<file path="src/rtl/uart_disp_pkg.sv">
// uart_disp_pkg: shared display types and constants for the UART hex history display.
// Also provides the hex-to-7-segment helper used by the downstream decoder bank.
package uart_disp_pkg;
   typedef logic [7:0] byte_t;
   typedef logic [3:0] nibble_t;
   localparam logic [6:0] SEG_BLANK = 7'b111_1111;
   localparam int CNT_W = 16;

   // Active-low segments {g,f,e,d,c,b,a} as wired on the DE0-CV
   function automatic logic [6:0] hex_to_seg(input nibble_t n, input logic en);
      logic [6:0] s;
      case (n)
         4'h0: s = 7'b100_0000;
         4'h1: s = 7'b111_1001;
         4'h2: s = 7'b010_0100;
         4'h3: s = 7'b011_0000;
         4'h4: s = 7'b001_1001;
         4'h5: s = 7'b001_0010;
         4'h6: s = 7'b000_0010;
         4'h7: s = 7'b111_1000;
         4'h8: s = 7'b000_0000;
         4'h9: s = 7'b001_0000;
         4'hA: s = 7'b000_1000;
         4'hB: s = 7'b000_0011;
         4'hC: s = 7'b100_0110;
         4'hD: s = 7'b010_0001;
         4'hE: s = 7'b000_0110;
         default: s = 7'b000_1110;
      endcase
      return en ? s : SEG_BLANK;
   endfunction
endpackage

</file>
<file path="src/rtl/act_stretch.sv">
// act_stretch: holds out high for STRETCH_CYCLES clocks after the last trig.
// A trig while running reloads the full period.
module act_stretch #(
   parameter int STRETCH_CYCLES = 5_000_000
) (
   input  logic clk,
   input  logic rst,
   input  logic trig,
   output logic out
);
   localparam int W = $clog2(STRETCH_CYCLES + 1);
   logic [W-1:0] cnt, cnt_nxt;

   assign cnt_nxt = trig ? W'(STRETCH_CYCLES) : cnt - W'(cnt != '0);

   // out tracks the new counter value so it rises on the same edge that loads it
   always_ff @(posedge clk or posedge rst) begin
      if (rst) begin
         cnt <= '0;
         out <= 1'b0;
      end else begin
         cnt <= cnt_nxt;
         out <= cnt_nxt != '0;
      end
   end
endmodule

</file>
<file path="src/rtl/uart_hex_history.sv">
// uart_hex_history: keeps the last NUM_BYTES received UART bytes as hex digits plus status LEDs/counters.
// Optional HEX_HISTORY_BLANK_EN: blank digits of never-written slots via digit_en.
module uart_hex_history
   import uart_disp_pkg::*;
#(
   parameter int NUM_BYTES      = 3,
   parameter int STRETCH_CYCLES = 5_000_000
) (
   input  logic                   clk,
   input  logic                   rst,
   input  logic                   rx_valid,
   input  logic [7:0]             rx_data,
   input  logic                   rx_err,
   input  logic                   freeze,
   input  logic                   clear,
   output logic [8*NUM_BYTES-1:0] nibbles,
   output logic [2*NUM_BYTES-1:0] digit_en,
   output logic                   act_led,
   output logic                   err_led,
   output logic [CNT_W-1:0]       byte_cnt,
   output logic [7:0]             drop_cnt
);
   byte_t [NUM_BYTES-1:0] hist, shifted;
   logic accept, drop;

   assign accept = rx_valid & ~rx_err & ~freeze & ~clear;
   assign drop   = rx_valid & ~rx_err & freeze & ~clear;

   for (genvar i = 0; i < NUM_BYTES; i++) begin : g_shift
      if (i == 0) begin : g_head
         assign shifted[i] = rx_data;
      end else begin : g_tail
         assign shifted[i] = hist[i-1];
      end
   end

   always_ff @(posedge clk or posedge rst) begin
      if (rst) hist <= '0;
      else     hist <= clear ? '0 : accept ? shifted : hist;
   end

   assign nibbles = hist;

`ifdef HEX_HISTORY_BLANK_EN
   logic [NUM_BYTES-1:0] fill;

   always_ff @(posedge clk or posedge rst) begin
      if (rst) fill <= '0;
      else     fill <= clear ? '0 : accept ? NUM_BYTES'({fill, 1'b1}) : fill;
   end

   for (genvar i = 0; i < NUM_BYTES; i++) begin : g_en
      assign digit_en[2*i +: 2] = {2{fill[i]}};
   end
`else
   assign digit_en = '1;
`endif

   // clear outranks error, accept and drop events arriving in the same cycle
   always_ff @(posedge clk or posedge rst) begin
      if (rst) begin
         err_led  <= 1'b0;
         byte_cnt <= '0;
         drop_cnt <= '0;
      end else if (clear) begin
         err_led  <= 1'b0;
         byte_cnt <= '0;
         drop_cnt <= '0;
      end else begin
         err_led  <= err_led | (rx_valid & rx_err);
         byte_cnt <= byte_cnt + CNT_W'(accept);
         drop_cnt <= drop_cnt + 8'(drop && drop_cnt != 8'hFF);
      end
   end

   act_stretch #(.STRETCH_CYCLES(STRETCH_CYCLES)) u_act (
      .clk (clk),
      .rst (rst),
      .trig(accept),
      .out (act_led)
   );
endmodule

</file>
<file path="config.mk">
export PLATFORM = sky130hd
export DESIGN_NAME = uart_hex_history
export DESIGN_NICKNAME = d
export VERILOG_FILES = /design/src/rtl/uart_disp_pkg.sv /design/src/rtl/act_stretch.sv /design/src/rtl/uart_hex_history.sv
export SDC_FILE = /design/constraint.sdc
export NUM_CORES = 1
export LEC_CHECK = 0
export BUFFER_PORTS_ARGS = -buffer_cell sky130_fd_sc_hd__buf_2
export CAP_MARGIN = 20
export CORE_ASPECT_RATIO = 0.6
export CORE_UTILIZATION = 40
export DETAILED_ROUTE_END_ITERATION = 8
export HOLD_SLACK_MARGIN = 0.08
export PLACE_DENSITY = 0.69
export SETUP_SLACK_MARGIN = 0.1
export SYNTH_ARGS = -nofsm -noshare
export SYNTH_HDL_FRONTEND = slang
export SYNTH_HIERARCHICAL = 1
export SYNTH_SLANG_ARGS = --single-unit
</file>
<file path="constraint.sdc">
create_clock -name clk -period 3.2 [get_ports clk]
set_input_delay 0.32 -clock clk [delete_from_list [all_inputs] [get_ports clk]]
set_output_delay 0.32 -clock clk [all_outputs]
set_load 0.1 [all_outputs]
</file>
### Word level (Yosys, flattened, before mapping)

Cells that the tools add are included.

* register bits: 73
* input port bits: 14
* word-level logic and storage cells: 32

* add/sub/neg operators: 3
* equal/unequal tests: 1
* muxes and demuxes: 6
* bitwise logic cells: 10
* reduce and logical (&&, ||, !) cells: 4

Operators by type and width (number)
* 24-bit 2-to-1 mux: 2
* 23-bit nonzero test: 2
* 23-bit 2-to-1 mux: 1
* 23-bit by 1-bit subtractor with 23-bit output: 1
* 16-bit by 1-bit adder with 16-bit output: 1
* 16-bit 2-to-1 mux: 1
* 8-bit by 1-bit adder with 8-bit output: 1
* 8-bit 2-to-1 mux: 1
* 8-bit != test (second input constant): 1
* 1-bit bitwise AND: 6
* 1-bit NOT: 3
* 2-bit nonzero test: 1
* 1-bit logical AND: 1
* 1-bit 2-to-1 mux: 1
* 1-bit OR: 1

### Logic depth before layout (Yosys ltp)

* depth after elaboration: 7
* mapped depth: 11
* mapped depth without buffers: 10

### Hierarchy

Netlist, hierarchy kept.

By module, submodules not included
* uart_hex_history: instances 1, cells an instance 188, area each 2152.1 µm², sequential area each 1226.2 µm²
* act_stretch: instances 1, cells an instance 152, area each 1492.7 µm², sequential area each 600.6 µm²

### Worst setup path before layout

No wires, ideal clock.

* path kind: reg2reg
* start: register u_act.cnt[4]
* end: register u_act.out
* setup time: 134 ps
* arrival time: 2661 ps
* setup slack: 404 ps
* cell stages (with the launch flop): 11
* path buffers: 0
* cells stage by stage: dfrtp_1 nor4_4 and3_2 nand4b_1 ha_1 ha_1 inv_1 a211oi_1 or3_1 a2111oi_4 nand4_1

* word-level cells in the longest chain between the ends: 4

Ends and longest elaborated chain
* from (decl): RTL line act_stretch.sv:12 `logic [W-1:0] cnt, cnt_nxt;`
* from (signal assigned): RTL line act_stretch.sv:22 `cnt <= cnt_nxt;`
* 23-bit nonzero test: RTL line act_stretch.sv:14 `assign cnt_nxt = trig ? W'(STRETCH_CYCLES) : cnt - W'(cnt != '0);`
* 23-bit by 1-bit subtractor with 23-bit output (*): RTL line act_stretch.sv:14
* 23-bit 2-to-1 mux (*): RTL line act_stretch.sv:14
* 23-bit nonzero test (*): RTL line act_stretch.sv:23 `out <= cnt_nxt != '0;`
* to (signal assigned): RTL line act_stretch.sv:20 `out <= 1'b0;`
* to (signal assigned): RTL line act_stretch.sv:23
* to (decl): RTL line act_stretch.sv:9 `output logic out`

Mark *: on every way between the ends. The rest lies on a longest branch, timed or not.
A chain may end at the register's enable or synchronous reset.

### Worst setup path after layout

* start: register u_act.cnt[20]
* end: register u_act.out

Same word-level chain as after synthesis.

==> impl_metrics.toml <==
[sta]
slew_headroom = 0.346
tns_ps = 0
rsz0062_at_grt = "false"
setup_slack_ps = 351
max_freq_mhz = 351
clock_skew_ps = 5.01
whs_ps = 195
period_needed_ps = 2850
setup_viol = 0
slew_viol_final = 0
tightest_slew_ps = 979
hold_violations = 0
min_period_over_period = 0.890

[grt]
grt_pass1_vias = 2672
antenna_found_initial = 0
overflow = 0
grt_max_degree = 50
grt_pass1_wl_um = 14200
grt.total_usage = 0.193

[floorplanning]
core_mm2 = 0.00869
die_w_um = 125
rows = 26
dieArea_mm2 = 0.00951
ioPinCount = 70
dieHeight_um = 75.9
start_util = 0.420

[final_layout]
utilization = 0.509
design_area_mm2 = 0.00442
drive_gt1_frac = 0.260
fin_cells = 523
nNetsFinal = 426
area_delta_synth_final_pct = 21.2
diodes = 0

[synth]
synth-seq-area-share = 0.501
synth_cells = 340
yosys-top-cells-count = "dfrtp_1, nor2_1, a22o_1"
synthArstFlopShare = 1.00
synth.cell_area_mm2 = 0.00364
syn_avg_cell_area_um2 = 10.7
synth_simple_gate_area_frac = 0.232
synth_edf_count = 0
post_synth_fa_ha_maj_area_fraction = 0.0206
synth.distinct_cells = 47
ys_ff_latch = 73
muxShareOfSynthArea = 0.0209
synth_compound_area_frac = 0.119
synth_area_leaders = "dfrtp_1, a22o_1, xnor2_1, nor2_1, nor4_1"
synth_top_family_by_area = "simple AND/OR/NAND/NOR gates"
netlist.top_cell.by_area = "dfrtp_1"
synth_top_area_frac = 0.501
yosysMostFrequentCell = "dfrtp_1"
yosysWarnings = 6
synth_flop_cell = "dfrtp_1"
synth_xor_area_frac = 0.0601

[clocking]
cts_tree = "yes"
clk_pin_slew_ps = 60
ctsHtreeMaxLevel = 3
numCtsBuffers = 9
clk_path_buf_depth = 2
cts_sinks = 73
clock_latency_ps = 340
root_buffer = "clkbuf_16"

[detailed_routing]
dr.pass1.iters = 7
wl_per_cell_um = 16.0
drc = 7
drt_iter0_drc = 318
via_count = 2843
drt_wl_total_um = 8360
ant_nets = 0
viasPerCell = 5.44

[worst_setup_path]
r2r_cells = 10
cp.required_ps = 3410
worstReg2RegStart = "u_act/cnt[20]"
rrSetupSlack_ps = 350
worst_r2r_endpoint = "u_act/out"
worstSetupPathType = "flip-flop to flip-flop"
crit_arrival_ps = 3060
setup.worst_path.start = "u_act/cnt[20]"
cp_max_fo = 7
endpoint = "u_act/out"
crit_path_end_kind = "flip-flop"
crit_path_start_kind = "flip-flop"

[power]
p_leak_nw = 2.00
power.density_mw_per_mm2 = 595
vdd_drop_max_uv = 313
p_total_mw = 2.63

[placed_design]
placedCellCount = 504
place_ws_ps = 253
port_buffers = 63
dpl-instance-area_mm2 = 0.00404
gp_congestion = 0.867
hpwl_um = 5740

[hold_path]
hp-class = "input pin to flip-flop"

[outcome]
violations = "design-rule violations"
status = "finished, violations left"

[run]
max_cap_viol_count = 0
-- placed cells by master, fill, tap and decap left out, types with 3 or more instances in the layout --
cell,instances
a21oi_1,13
a22o_1,24
buf_2,63
buf_4,5
clkbuf_16,9
conb_1,6
dfrtp_1,73
ha_1,5
inv_1,8
mux2_2,5
nand2_1,13
nand2b_1,7
nand3_1,10
nand4_1,9
nor2_1,34
nor2b_1,10
nor3_1,6
nor3b_1,4
nor4_1,13
nor4_4,3
o21ai_0,9
or3_1,9
or4_1,6
xnor2_1,18
xor2_1,7
-- where the power goes --
part           leakage (nW)  switching [mW]  total (mW)  internal, mW
logic                 0.882           0.286       0.447         0.160
registers             0.959           0.121        1.10         0.983
clock network         0.159           0.378        1.08         0.702
-- state kept, by name, summed over array words and instances (netlist names) --
name	cells
u_act/out	1
byte_cnt	16
u_act/cnt	23
err_led	1
drop_cnt	8
nibbles	24
-- kinds of logic after synthesis --
group                      after synthesis
AOI/OAI and AO/OA                       58
xor gates and xnor gates                25
adders and majority gates                6
buffers and inverters                   31
DFF                                     73
muxes                                    7
other                                    1
and+or+nand+nor                        139
-- repair_timing --
item	CTS	global route
gates resized for setup	0	3
buffers inserted	0	0
hold endpoints to repair	0	9
hold buffers	0	1
endpoints found under the setup margin	0	1
-- critical path: stages, from the launching register on --
cell,delay [ps]
dfrtp_1,410
or4_1,550
nor3_1,150
nand4b_1,120
ha_1,270
ha_2,250
inv_2,110
a211oi_1,70
or3_1,350
a2111oi_4,310
nand4_1,120
-- per-layer routing --
| metal | GRT usage | vias up | wire [um] |
|---|---|---|---|
| met5 | 0 | - | 0 |
| met4 | 0.0622 | 0 | 90 |
| met3 | 0.0614 | 8 | 575 |
| met2 | 0.264 | 92 | 3480 |
| met1 | 0.287 | 1389 | 4210 |
| li1 | - | 1354 | - |
-- worst min path at each step --
stage,depth (start not counted),to,start,slack [ps]
2_1_floorplan,1,u_act/cnt[0],rst,330
3_3_place_gp,2,err_led,err_led,470
3_5_place_dp,2,err_led,err_led,480
4_1_cts,2,nibbles[2],rx_data[2],180
5_1_grt,2,nibbles[4],rx_data[4],190
6_report,2,nibbles[3],rx_data[3],200
-- layout make-up --
type | instances | area [um2]
flip-flops and latches | 73 | 1830
inverters | 10 | 37.5
clock buffers | 11 | 243
multi-input cells | 241 | 1680
fillers | 787 | 4270
repair buffers | 71 | 410
clock inverters | 5 | 78.8
well taps | 112 | 140
(Power assumes the default switching activity.)
